## src/rtl/dmem_arbiter.sv

```systemverilog
// dmem_arbiter
//   Shares one single-port 256x32 word memory (combinational read, write on
//   posedge clk) between two requesters with round-robin arbitration.
//   Partial-byte stores are performed as a read-modify-write over two cycles.
// Ports
//   clk, rst                     clock, synchronous active-high reset
//   pN_valid/ready               request handshake (N = 0 core, 1 debug/DMA)
//   pN_we/addr/wdata/be          request fields (byte address, byte enables)
//   pN_resp_valid/rdata/err      one-cycle response pulse, one cycle after accept
//                                (two cycles for partial stores)
//   mem_we/addr/wdata/rdata      attached memory interface
module dmem_arbiter #(
    parameter int DEPTH_WORDS = 256,
    parameter bit RESET_PRIO  = 1'b0
) (
    input  logic        clk,
    input  logic        rst,
    input  logic        p0_valid,
    output logic        p0_ready,
    input  logic        p0_we,
    input  logic [31:0] p0_addr,
    input  logic [31:0] p0_wdata,
    input  logic [3:0]  p0_be,
    output logic        p0_resp_valid,
    output logic [31:0] p0_resp_rdata,
    output logic        p0_resp_err,
    input  logic        p1_valid,
    output logic        p1_ready,
    input  logic        p1_we,
    input  logic [31:0] p1_addr,
    input  logic [31:0] p1_wdata,
    input  logic [3:0]  p1_be,
    output logic        p1_resp_valid,
    output logic [31:0] p1_resp_rdata,
    output logic        p1_resp_err,
    output logic        mem_we,
    output logic [31:0] mem_addr,
    output logic [31:0] mem_wdata,
    input  logic [31:0] mem_rdata
);
    typedef enum logic {IDLE, RMW} state_t;

    state_t            state;
    logic              last_grant;
    logic              gnt;
    logic              accept;
    logic              sel_we;
    logic [31:0]       sel_addr;
    logic [31:0]       sel_wdata;
    logic [3:0]        sel_be;
    logic              in_range;
    logic              full_store;
    logic              part_store;
    logic [31:0]       be_mask;
    logic [31:0]       merged;
    logic [29:0]       rmw_idx;
    logic [31:0]       rmw_data;
    logic              rmw_port;
    logic [1:0]        resp_valid;
    logic [1:0]        resp_err;
    logic [1:0][31:0]  resp_rdata;
    logic              unused_bits;

    // Contended grant goes to the port that did not win last time.
    always_comb begin
        gnt = 1'b0;
        if (p0_valid && p1_valid) gnt = ~last_grant;
        else if (p1_valid)        gnt = 1'b1;
    end

    assign accept   = (state == IDLE) && !rst && (p0_valid || p1_valid);
    assign p0_ready = accept && !gnt;
    assign p1_ready = accept && gnt;

    assign sel_we    = gnt ? p1_we    : p0_we;
    assign sel_addr  = gnt ? p1_addr  : p0_addr;
    assign sel_wdata = gnt ? p1_wdata : p0_wdata;
    assign sel_be    = gnt ? p1_be    : p0_be;

    assign in_range   = sel_addr[31:2] < 30'(DEPTH_WORDS);
    assign full_store = sel_we && (sel_be == 4'hF);
    assign part_store = sel_we && (sel_be != 4'h0) && (sel_be != 4'hF);

    always_comb begin
        for (int k = 0; k < 4; k++) be_mask[8*k +: 8] = {8{sel_be[k]}};
    end
    assign merged = (sel_wdata & be_mask) | (mem_rdata & ~be_mask);

    // Byte-address low bits are ignored by design.
    assign unused_bits = &{1'b0, sel_addr[1:0]};

    // Memory drive: the RMW write is suppressed while reset is asserted so a
    // reset landing in the RMW cycle aborts the merge.
    always_comb begin
        mem_we    = 1'b0;
        mem_addr  = 32'h0;
        mem_wdata = 32'h0;
        if (state == RMW) begin
            if (!rst) begin
                mem_we    = 1'b1;
                mem_addr  = {rmw_idx, 2'b00};
                mem_wdata = rmw_data;
            end
        end else if (accept && in_range && (!sel_we || sel_be != 4'h0)) begin
            mem_addr = {sel_addr[31:2], 2'b00};
            if (full_store) begin
                mem_we    = 1'b1;
                mem_wdata = sel_wdata;
            end
        end
    end

    always_ff @(posedge clk) begin
        if (rst) begin
            state      <= IDLE;
            last_grant <= ~RESET_PRIO;
            rmw_idx    <= '0;
            rmw_data   <= '0;
            rmw_port   <= 1'b0;
            resp_valid <= '0;
            resp_err   <= '0;
            resp_rdata <= '0;
        end else begin
            resp_valid <= '0;
            resp_err   <= '0;
            resp_rdata <= '0;
            case (state)
                IDLE: begin
                    if (accept) begin
                        last_grant <= gnt;
                        if (in_range && part_store) begin
                            state    <= RMW;
                            rmw_idx  <= sel_addr[31:2];
                            rmw_data <= merged;
                            rmw_port <= gnt;
                        end else begin
                            resp_valid[gnt] <= 1'b1;
                            resp_err[gnt]   <= !in_range;
                            resp_rdata[gnt] <= (in_range && !sel_we) ? mem_rdata : 32'h0;
                        end
                    end
                end
                RMW: begin
                    state                <= IDLE;
                    resp_valid[rmw_port] <= 1'b1;
                end
                default: state <= IDLE;
            endcase
        end
    end

    assign p0_resp_valid = resp_valid[0];
    assign p0_resp_err   = resp_err[0];
    assign p0_resp_rdata = resp_rdata[0];
    assign p1_resp_valid = resp_valid[1];
    assign p1_resp_err   = resp_err[1];
    assign p1_resp_rdata = resp_rdata[1];
endmodule

```

## config.mk

```make
export PLATFORM = sky130hd
export DESIGN_NAME = dmem_arbiter
export DESIGN_NICKNAME = d
export VERILOG_FILES = /design/src/rtl/dmem_arbiter.sv
export SDC_FILE = /design/constraint.sdc
export NUM_CORES = 1
export LEC_CHECK = 0
export ABC_CLOCK_PERIOD_IN_PS = 1900
export CAP_MARGIN = 30
export CORE_MARGIN = 2
export CORE_UTILIZATION = 30
export DETAILED_ROUTE_END_ITERATION = 8
export PLACE_DENSITY_LB_ADDON = 0.25
export SYNTH_ARGS = -nofsm -noshare
export SYNTH_HDL_FRONTEND = slang
export SYNTH_SLANG_ARGS = --single-unit
```

## constraint.sdc

```tcl
create_clock -name clk -period 1.9 [get_ports clk]
set_clock_uncertainty 0.05 [all_clocks]
set_input_delay 0.285 -clock clk [delete_from_list [all_inputs] [get_ports clk]]
set_output_delay 0.285 -clock clk [all_outputs]
set_load 0.005 [all_outputs]
```

==> results of run 1 <==
[worst max-delay path, cell delays in order (launching register included)]
cell,delay [ns]
dfxtp_4,0.36
a21bo_4,0.25
buf_4,0.14
buf_6,0.11
buf_6,0.11
buf_6,0.12
or4_4,0.45
a21oi_4,0.19
nand2_4,0.12
buf_12,0.17
mux2_4,0.29
[power by group]
group          leakage [nW]  internal, mW  switching, mW
sequential             1.07          2.79        0.00448
combinational          3.74         0.602          0.396
clock                 0.298          2.10           1.34
[layout by cell type (no fill, tap or decap), drive strengths merged, types with 3 or more instances in the layout]
cell	n
dfxtp	133
mux2	13
a21oi	3
clkdlybuf4s50	189
mux2i	72
o21ai	42
nand2	47
clkbuf	32
nor4	12
inv	9
a211o	32
nor2b	10
nand3	5
buf	192
and2	108
clkdlybuf4s15	14
nor2	48
dlygate4sd2	28
nand4	3
nand2b	34
[metal layers]
| layer | share of wire, % | track usage (%) | up-vias |
|---|---|---|---|
| met5 | 0 | 0 | - |
| met4 | 1.8 | 6.347 | 0 |
| met3 | 8.1 | 7.076 | 34 |
| met2 | 51 | 38.83 | 225 |
| met1 | 39 | 23.33 | 2851 |
| li1 | - | - | 2941 |
[worst paths after layout]
kind / start / endpoint / slack [ns]
worst max-delay path: last_grant$_SDFFE_PP1P_ / rmw_idx[5]$_SDFFE_PP0P_ / -0.59
worst max register to register: last_grant$_SDFFE_PP1P_ / rmw_idx[5]$_SDFFE_PP0P_ / -0.59
worst min register to register: rmw_idx[10]$_SDFFE_PP0P_ / rmw_idx[10]$_SDFFE_PP0P_ / 0.41
worst min-delay path: p0_addr[16] / resp_err[0]$_SDFF_PP0_ / 0.38
[state kept, by name, summed over array words and instances, names as in the netlist]
signal	flops
p0_resp_rdata	32
rmw_idx	30
rmw_data	32
last_grant	1
resp_valid	2
state	1
rmw_port	1
resp_err	2
p1_resp_rdata	32
[logic make-up (layout without fill, tap and decap cells)]
family                 Yosys count  after routing  share of synthesized area [%]
flip-flops                     133            133                          45.76
other                            1              4                        0.06445
AND/OR/NAND/NOR                274            274                          25.55
multiplexers                    85             85                          15.35
AO/OA/AOI/OAI                   85             85                          9.936
buffers and inverters           45            470                          3.333
[through the flow]
stage	power [mW]	hold WS (ns)
finish	7.240	0.3822
global route	7.492	0.4053
CTS	7.233	0.3761
detailed placement	3.728	0.3856
global placement	3.726	0.3828
floorplan	3.152	0.3567
[cell type report]
| class | instances | area share [%] |
|---|---|---|
| Tap cell | 260 | 2.861 |
| Sequential cell | 133 | 23.46 |
| Multi-Input combinational cell | 446 | 30.99 |
| Clock buffer | 21 | 4.226 |
| Antenna cell | 2 | 0.04402 |
| Timing Repair Buffer | 435 | 37.12 |
| Inverter | 3 | 0.09904 |
| Clock inverter | 11 | 1.200 |
[timing repair]
action / in CTS / in global routing
endpoints found under the setup margin: 163 / 163
endpoints found under the hold margin: 0 / 0
buffers inserted: 49 / 16
pin swaps: 39 / 44
hold buffers: 0 / 0
cloned: 12 / 2
gates resized for setup: 450 / 137
==> results.md, run 1 <==
* Critical path fanouts, max at 6
* Unrepaired setup endpoints after global routing: yes
* Reg clk slew, reported paths at around 0.06 ns
* Power per cell area at 636.8 nW/um^2
* Cells after DPL at 1216
* Die Y at 143.3 um
* Worst-Skew Late Latency at 0.41 ns
* CP arrival at 2.74 ns
* Layout cells sized above 1 at 34.41%
* Sequential fraction of the synthesis area at 45.76%
* Worst Reg-to-Reg Cells at 10
* Vias in the first global route at between 6k and 7k
* Max-slew violation count at 0
* Critical path type: flop to flop
* Worst setup margin at -0.5914 ns
* Total gr overflow at 0
* # nets final at 1210
* Htree depth at 4
* CP Capture Type: flop
* Area Growth Syn to Fin at 95.42%
* Max clock buf depth at 2
* Full die area at 20520 um^2
* Vias/cell at between 4 and 5
* Crit start category: flop
* Post-synthesis cell type with the largest combined area: dfxtp_1
* Post-layout util at 60.18%
* Drc violations at 0
* Place WS at -1.087 ns
* Area of the multi-input gates at 3523 um^2
* Top Ports at 309
* Worst min path class: primary input to flop
* Min Tclk post-route at between 2 and 2.5 ns
* Syn Std Cell Area at 5818 um^2
* Primary FF master, synth: dfxtp_1
* Die width at ~140 um
* Core area at around 19000 um^2
* Least-Margin Pin Slew at 0.8581 ns
* F_max at 401.4 MHz
* Setup Viol. Count Final at 124
* Failing checks: setup timing
* Lkg Pwr at 5.115 nW
* Max Cap Violations at 0
* DR vias at 6051
* Design Area, Final at 11370 um^2
* Rows at 50
* Most frequent cell after synthesis: dfxtp_1
* Setup tns final at -55.71 ns
* Worst hold stages at 5
* Worst vdd ir at 0.6158 mV
* Post-synthesis instance total at roughly 620
* Synth Register Bits at between 100 and 150
* GPL Wtd Cong at ~0.78
* Netlist cell types at 35
* Share of the synthesized area in the top cell type at around 46%
* # port buffers at 302
* Pin count of the biggest net entering global routing at 85
* CTS buffer count at 17
* Detail Route Antenna Nets at 0
* Crit path required time at approximately 2.2 ns
* Starting Density at 30.79%
* Initial antenna violation count at 1
* WL final at 22.47 mm
* Filler cells at between 1.5k and 2k
* Final period util at 131.1%
* Sink Count at 133
* Root buffer cell: clkbuf_16
* Number of synthesized flops with an enable pin at 0
* GRT Util Overall at 21.27%
* DRT Pass-1 Iters at 6
* WL/cell at 17.14 um
* First-pass GRT wire length at 33.51 mm
* Outcome: finished with violations
* Final hold vios at 0
* Fraction of registers with async set/reset at 0%
* Sequential cell area at 2668 um^2
* DP Area at about 9600 um^2
* Post-DP HPWL at 14.20 mm
* Slew HR at 42.79%
* Synth cell count leaders: dfxtp_1 (133), and2_1 (108), mux2i_1 (72)
* Syn avg cell area at 9.339 um^2
* Synth warn at 0
* Synth area leaders: dfxtp_1 (46%), mux2i_1 (12%), and2_1 (12%), a211o_1 (4.8%), nand2b_1 (3.7%)
* Finished Layout Cells at 1311
* CTS tree: built
* First DRT Iteration DRCs at 210
Power figures use the tool's default switching activity.
==> inputs of run 2 (changes only) <==
- CTS_BUF_LIST: not set -> sky130_fd_sc_hd__clkbuf_2
- MAX_ROUTING_LAYER: not set -> met4
==> results.md, run 2 (synthesis gave the netlist of run 1 again) <==
* Outcome: finished with violations
* Failing checks: setup timing
* Lkg Pwr at 5.166 nW
* Vias/cell at 4.555
* Die Y at 143.3 um
* DR vias at 5881
* Unrepaired setup endpoints after global routing: yes
* GPL Wtd Cong at 0.7931
* CTS buffer count at 17
* Filler cells at around 1.7k
* Critical path type: flop to primary output
* Final period util at 141.5%
* Reg clk slew, reported paths at 0.21 ns
* Least-Margin Pin Slew at around 0.85 ns
* Die width at 143.3 um
* Rows at 50
* Worst-Skew Late Latency at 0.70 ns
* Power, Total at 5.541 mW
* Crit path required time at 1.56 ns
* Worst hold stages at 5
* Min Tclk post-route at 2.688 ns
* Sequential cell area at 2675 um^2
* Pin count of the biggest net entering global routing at 85
* # nets final at 1192
* Root buffer cell: clkbuf_2
* Power per cell area at 518.0 nW/um^2
* First-pass GRT wire length at 32.42 mm
* WL/cell at 16.75 um
* Total gr overflow at 0
* Worst r2r src: last_grant$_SDFFE_PP1P_
* Finished Layout Cells at 1291
* CP arrival at between 2 and 2.5 ns
* WL final at roughly 22 mm
* Max-slew violation count at 0
* Max clock buf depth at 2
* # port buffers at 302
* Worst min path class: primary input to flop
* Cells after DPL at about 1.2k
* Drc violations at 0
* Post-DP HPWL at 14.20 mm
* F_max at 372.0 MHz
* Top Ports at just over 300
* Reg2reg end: rmw_idx[7]$_SDFFE_PP0P_
* Area Growth Syn to Fin at 83.85%
* Commonest non-fill, non-tap cell in the layout: clkdlybuf4s50_1
* Max Cap Violations at 0
* Layout cells sized above 1 at 32.40%
* Worst hold endpoint: resp_valid[0]$_SDFF_PP0_
* Core area at 18890 um^2
* Antenna fix cells at 0
* Crit start category: flop
* Worst setup margin at -0.7883 ns
* GRT Util Overall at 21.42%
* Htree depth at 4
* CTS tree: built
* DRT Pass-1 Iters at 5
* Commonest cells after routing, fill and taps aside: clkdlybuf4s50_1 (168), dfxtp_1 (125), dlygate4sd2_1 (71)
* First DRT Iteration DRCs at 161
* Sink Count at 133
* Reg2Reg Setup Slack at -0.55 ns
* Hold slack at 0.07497 ns
* Full die area at 20520 um^2
* Hold_sp: rst
* CP Capture Type: primary output
* Starting Density at a little under a third
* Slew HR at 43.25%
* Worst vdd ir at 0.3217 mV
* Place WS at -1.087 ns
* Worst Reg-to-Reg Cells at 8
* Critical path fanouts, max at 6
* Setup Viol. Count Final at ~130
* Initial antenna violation count at 0
* Area of the multi-input gates at 3400 um^2
* Vias in the first global route at 6126
* Final hold vios at 0
* Detail Route Antenna Nets at 0
==> run 2: cell types whose count changed in the layout (fill, tap and decap cells not counted), moves of 8 or more <==
cell and change:
clkbuf_2 +9, buf_6 -11, buf_4 -8, dlygate4sd2_1 +43, nor4_1 +11, and2_1 -18, nor4_2 -9, clkbuf_16 -19
mux2i_1 +8, and2_4 +18, clkdlybuf4s15_1 -13, clkdlybuf4s50_1 -21
==> run 2: final cells by class <==
cell class	instances	share of cell area [%]
repair buffers	417	37.81
clock inverters	15	1.415
multi-input cells	446	31.78
well taps	260	3.041
inverters	3	0.1521
flip-flops and latches	133	25.01
clock buffers	17	0.7954
==> run 2: what timing repair did <==
item,4_1_cts,5_1_grt
endpoints found under the hold margin,0,1
endpoints found under the setup margin,197,131
buffers inserted,25,12
cloned,14,0
resized for setup,483,76
pin swaps,66,22
hold buffers,0,1
==> run 2: power by group <==
group / leakage, nW / switching (mW) / internal, mW
Sequential: 1.08 / 0.00396 / 2.80
Combinational: 3.95 / 0.365 / 0.596
Clock: 0.137 / 1.16 / 0.613
==> run 2: metrics by stage <==
| stage | area (um^2) | utilization (%) | TNS, ns |
|---|---|---|---|
| floorplan | 5833 | - | 0 |
| global placement | 9637 | 51.01 | -104.55 |
| detailed placement | 9637 | 51.01 | -103.82 |
| CTS | 10530 | 55.74 | -63.12 |
| global route | 10700 | 56.62 | -79.41 |
| finish | 10700 | 56.62 | -69.16 |
==> run 2: worst max path at each step <==
stage                                  from                 endpoint  slack, ns  cells past startpoint
CTS                 last_grant$_SDFFE_PP1P_            mem_wdata[31]      -0.87                      8
global route        last_grant$_SDFFE_PP1P_            mem_wdata[31]      -0.94                      8
detailed placement              p0_addr[14]             mem_wdata[0]      -1.09                      9
floorplan           last_grant$_SDFFE_PP1P_  rmw_idx[1]$_SDFFE_PP0P_     0.0003                      6
global placement                p0_addr[14]             mem_wdata[0]      -1.11                      9
finish              last_grant$_SDFFE_PP1P_            mem_wdata[31]      -0.79                      9
==> run 2: metal layers <==
layer  share of wire (%)  routed length, um  track usage (%)
met3                 7.1               1527            6.103
met4                 1.9                408            6.450
met5                   0                  0                -
met2                  50              10770            36.89
met1                  41               8929            24.17
==> run 2: critical path, cell delays in order (launching register included) <==
cell and delay [ns]:
dfxtp_4 0.41, a21boi_4 0.18, buf_6 0.15, nor2_2 0.04, a32o_2 0.23, nand3_4 0.14, buf_6 0.15, buf_12 0.14
o21ai_2 0.05, buf_2 0.15
